**src/rtl/rgb_pwm.sv**
```systemverilog
// rtl/rgb_pwm.sv - per-channel 8-bit PWM LED driver with double-buffered duty load
module rgb_pwm #(
   parameter int unsigned PRESCALE = 1,
   parameter bit          INVERT   = 1'b0
) (
   input  logic       clk,
   input  logic       rst,
   input  logic [7:0] duty_r,
   input  logic [7:0] duty_g,
   input  logic [7:0] duty_b,
   input  logic       load,
   output logic       ready,
   output logic       period_start,
   output logic       led_r,
   output logic       led_g,
   output logic       led_b
);

   // Prescaler width never drops below one bit so PRESCALE=1 still elaborates.
   localparam int unsigned   PW       = (PRESCALE > 1) ? $clog2(PRESCALE) : 1;
   localparam logic [PW-1:0] PRE_LAST = PW'(PRESCALE - 1);

   logic [PW-1:0] pre_cnt_q, pre_cnt_d;
   logic [7:0]    pwm_cnt_q, pwm_cnt_d;
   logic [7:0]    shd_r_q, shd_r_d;
   logic [7:0]    shd_g_q, shd_g_d;
   logic [7:0]    shd_b_q, shd_b_d;
   logic [7:0]    act_r_q, act_r_d;
   logic [7:0]    act_g_q, act_g_d;
   logic [7:0]    act_b_q, act_b_d;
   logic          pending_q, pending_d;
   logic          period_start_q, period_start_d;
   logic [2:0]    led_q, led_d;

   logic          tick;
   logic          boundary;
   logic          accept;

   assign tick     = (pre_cnt_q == PRE_LAST);
   assign boundary = tick && (pwm_cnt_q == 8'hFF);
   assign ready    = !pending_q;
   assign accept   = load && ready;

   // Next state: counters advance, loads fill the shadow bank, boundaries promote it.
   always_comb begin
      pre_cnt_d      = pre_cnt_q;
      pwm_cnt_d      = pwm_cnt_q;
      shd_r_d        = shd_r_q;
      shd_g_d        = shd_g_q;
      shd_b_d        = shd_b_q;
      act_r_d        = act_r_q;
      act_g_d        = act_g_q;
      act_b_d        = act_b_q;
      pending_d      = pending_q;
      period_start_d = boundary;
      led_d          = {(pwm_cnt_q < act_b_q),
                        (pwm_cnt_q < act_g_q),
                        (pwm_cnt_q < act_r_q)} ^ {3{INVERT}};

      if (tick) begin
         pre_cnt_d = '0;
         pwm_cnt_d = pwm_cnt_q + 8'd1;
      end else begin
         pre_cnt_d = pre_cnt_q + PW'(1);
      end

      // Accept only happens with pending clear, so it never collides with the
      // promotion below; a load on the boundary cycle waits for the next one.
      if (accept) begin
         shd_r_d   = duty_r;
         shd_g_d   = duty_g;
         shd_b_d   = duty_b;
         pending_d = 1'b1;
      end

      if (boundary && pending_q) begin
         act_r_d   = shd_r_q;
         act_g_d   = shd_g_q;
         act_b_d   = shd_b_q;
         pending_d = 1'b0;
      end
   end

   // State register; reset parks everything with the LEDs off.
   always_ff @(posedge clk) begin
      if (rst) begin
         pre_cnt_q      <= '0;
         pwm_cnt_q      <= '0;
         shd_r_q        <= '0;
         shd_g_q        <= '0;
         shd_b_q        <= '0;
         act_r_q        <= '0;
         act_g_q        <= '0;
         act_b_q        <= '0;
         pending_q      <= 1'b0;
         period_start_q <= 1'b0;
         led_q          <= {3{INVERT}};
      end else begin
         pre_cnt_q      <= pre_cnt_d;
         pwm_cnt_q      <= pwm_cnt_d;
         shd_r_q        <= shd_r_d;
         shd_g_q        <= shd_g_d;
         shd_b_q        <= shd_b_d;
         act_r_q        <= act_r_d;
         act_g_q        <= act_g_d;
         act_b_q        <= act_b_d;
         pending_q      <= pending_d;
         period_start_q <= period_start_d;
         led_q          <= led_d;
      end
   end

   assign period_start = period_start_q;
   assign led_r        = led_q[0];
   assign led_g        = led_q[1];
   assign led_b        = led_q[2];

endmodule

```
**config.mk**
```make
export PLATFORM = sky130hd
export DESIGN_NAME = rgb_pwm
export DESIGN_NICKNAME = d
export VERILOG_FILES = /design/src/rtl/rgb_pwm.sv
export SDC_FILE = /design/constraint.sdc
export NUM_CORES = 1
export LEC_CHECK = 0
export ABC_AREA = 1
export CAP_MARGIN = 20
export CORE_MARGIN = 4
export CORE_UTILIZATION = 25
export CTS_CLUSTER_SIZE = 8
export DETAILED_ROUTE_END_ITERATION = 12
export DONT_BUFFER_PORTS = 1
export SETUP_SLACK_MARGIN = 0.4
export SYNTH_ARGS = -nofsm -noshare
export SYNTH_HDL_FRONTEND = slang
export SYNTH_SLANG_ARGS = --single-unit
```
**constraint.sdc**
```tcl
create_clock -name clk -period 1.65 [get_ports clk]
set_input_delay 0.2475 -clock clk [delete_from_list [all_inputs] [get_ports clk]]
set_output_delay 0.2475 -clock clk [all_outputs]
set_load 0.03 [all_outputs]
```
==> out/qor.txt <==
H-tree Lvls = 3
Minimum hold slack = 0.104 ns
Die W = 118 um
Area grow syn2layout = 22.7%
Total Neg Setup Slack = 0 ns
Sequential share of the synthesized area = 40.9%
Top-area cell type share of the netlist area = 40.9%
Die Ht = 118 um
Maximum clock rate = 775 MHz
Critical path launch point = pwm_cnt_q[1]
NumNets Final = 455
Hold crit path type = in -> reg
Post-Place Worst Slack = 0.246 ns
Synth Area per Inst = 7.59 um2
GR Util All Layers = 10.2%
Crit path DAT = 1.55 ns
R2R setup slack = 0.36 ns
Post-DP HPWL = 4640 um
Mapped Cells = 400
Most common cell after layout, fill and taps aside = nand2_1
Finish-stage setup viols = 0
Syn Std Cell Area = 3040 um2
Die area = 14000 um2
CP Max Fanout = 4
RR Startpoint = pwm_cnt_q[1]
Syn_nets = 449
Worst Hold Depth = 3
Bufs on Longest Clock Path = 2
Crit Reg-Reg Endpoint = led_q[1]
Placement Cell Area = 3210 um2
# fillers = 1210
Worst stage delay on the critical path = 0.36 ns
Detailed Route Iter0 Violations = 80
Wire per inst = 12.3 um
Slew Viols, Final = 0
CP endpoint = led_q[1]
Final Non-Filler Cells = 554
Grt total ovfl = 0
Layout cells sized above 1 = 15.1%
Via-to-Cell Ratio = 4.61
Pin count of the biggest net entering global routing = 57
Synth area leaders = dfxtp_1 (41%), a21oi_1 (9.9%), ha_1 (9.1%)
CTS tree = done
Ant. Diodes = 0
Max Cap Viol = 0
VDD IR max = 0.000656 V
Crit start category = flop
Lkg Pwr = 1.52 nW
Final worst path period share = 78.2%
Most frequent CP cell = nand2_1
Starting Density = 26.0%
Vias in the first global route = 2385
Latest clock arrival within the worst-skew pair = 0.33 ns
First-pass GRT wire length = 11500 um
Initial antenna violation count = 0
Fin worst setup slack = 0.360 ns
Outcome = finished, final reports clean
IO Port Bufs = 0
Reg clk slew, reported paths = 0.06 ns
Final hold violations = 0
Final Wtd Congestion = 0.748
Core footprint = 11700 um2
Root Driver = clkbuf_16
Routed via count = 2552
DRC = 0
Largest area contributor in the netlist = dfxtp_1
Post-layout util = 31.9%
Slowest cell on crit path = dfxtp_4
Critical path cell sequence = buf_4, ha_1, nand2_1, nand2_1, nand2_1, nand2_1, a21oi_1
Crit Path Class = reg -> reg
Critical Path Sink Type = flop
Cts bufs inserted = 9
Std cell rows = 39
RSZ-0062 raised after global routing = true
Commonest non-fill, non-tap cells in the layout = nand2_1 (60), a21oi_1 (58), inv_1 (56), dfxtp_1 (56), nor2_1 (37)
Total wire length = 6800 um
Num Clock Sinks = 62
Shortest period the worst path allows = 1.29 ns
Number of nets with antenna violations after routing = 0
Synth unique cells = 26
Flops & latches, synth = 62
Design Area, Final = 3720 um2
Power Density = 1120 nW/um2
Setup Skew = 0.00750 ns
FF-to-FF path depth = 7
DRT Pass-1 Iters = 4
Required time worst endpoint = 1.91 ns
Top-level port count = 32
Power, Total = 4.18 mW
Synth warn = 0
Inst Count DP = 531
## worst max-delay path: cells and delay by family, from the launching register on
kind | cells | cell delay, ns
adder cells (fa/ha/maj) | 1 | 0.29
buffers and inverters | 1 | 0.16
AND/OR/NAND/NOR | 4 | 0.26
AO/OA/AOI/OAI | 1 | 0.15
flip-flops | 1 | 0.36
## worst min-delay path by stage
stage / startpoint / to / slack (ns)
after floorplan: rst / pwm_cnt_q[4] / 0.32
after global placement: rst / pwm_cnt_q[4] / 0.32
after detailed placement: rst / pwm_cnt_q[4] / 0.32
after CTS: rst / led_q[1] / 0.1
after global routing: duty_r[5] / shd_r_q[5] / 0.11
final: rst / led_q[1] / 0.10
## synthesized netlist by cell type
| library cell | instances |
|---|---|
| xor2_1 | 1 |
| inv_2 | 3 |
| o21ai_0 | 28 |
| nand2_2 | 2 |
| dfxtp_1 | 62 |
| nand2_1 | 62 |
| a21oi_1 | 60 |
| buf_8 | 2 |
| nand3_2 | 1 |
| nor2_8 | 1 |
| nand3_1 | 4 |
| buf_6 | 2 |
| buf_2 | 11 |
| nor2_1 | 37 |
| nor3_1 | 1 |
| nand2_4 | 1 |
| nor2_4 | 2 |
| ha_1 | 22 |
| nand4_1 | 30 |
| nor3_4 | 1 |
| conb_1 | 1 |
| nand4_4 | 1 |
| buf_1 | 1 |
| clkinv_4 | 1 |
| inv_1 | 56 |
| clkbuf_1 | 7 |
## flip-flops by register name (all words and copies together) (netlist names)
| signal | cells |
|---|---|
| period_start | 1 |
| pwm_cnt_q | 8 |
| pending_q | 1 |
| act_r_q | 8 |
| led_q | 3 |
| act_g_q | 8 |
| pre_cnt_q | 1 |
| shd_r_q | 8 |
| shd_b_q | 8 |
| shd_g_q | 8 |
| act_b_q | 8 |
## cell type report
class                           count  area [um2]  share of cell area, %
Clock buffer                        9         225                   6.05
Clock inverter                      7         145                   3.90
Inverter                           60         230                   6.18
Multi-Input combinational cell    257        1520                   40.9
Sequential cell                    62        1260                   33.7
Tap cell                          143         179                   4.81
Timing Repair Buffer               16         164                   4.40
## cells by family after synthesis
kind of cell | after synthesis | synth area share [%]
compound gates | 88 | 14.5
fa+ha+maj | 22 | 9.07
buf+inv | 83 | 12.1
flops | 62 | 40.9
simple gates | 143 | 23.0
xor+xnor | 1 | 0.289
other cells | 1 | 0.124
## routing by layer
layer	routed length, um	share of wire [%]	GRT usage (%)	vias to the layer above
met4	175	2.6	5.57	0
met3	366	5.4	2.63	11
li1	-	-	-	1325
met5	0	0	0	-
met1	3310	49	13.4	1152
met2	2950	43	15.2	64
## power by group
group	switching [mW]	internal, mW	leakage (nW)	total, mW
combinational	0.159	0.0836	0.833	0.242
clock	0.718	1.64	0.176	2.35
sequential	0.0329	1.55	0.510	1.59
## repair_timing
action | 4_1_cts | 5_1_grt
pin swaps | 4 | 4
gates cloned | 2 | 0
endpoints found under the setup margin | 31 | 31
resized for setup | 6 | 12
hold buffers | 1 | 0
setup buffers | 3 | 1
hold endpoints to repair | 2 | 0
Power figures use the tool's default switching activity.
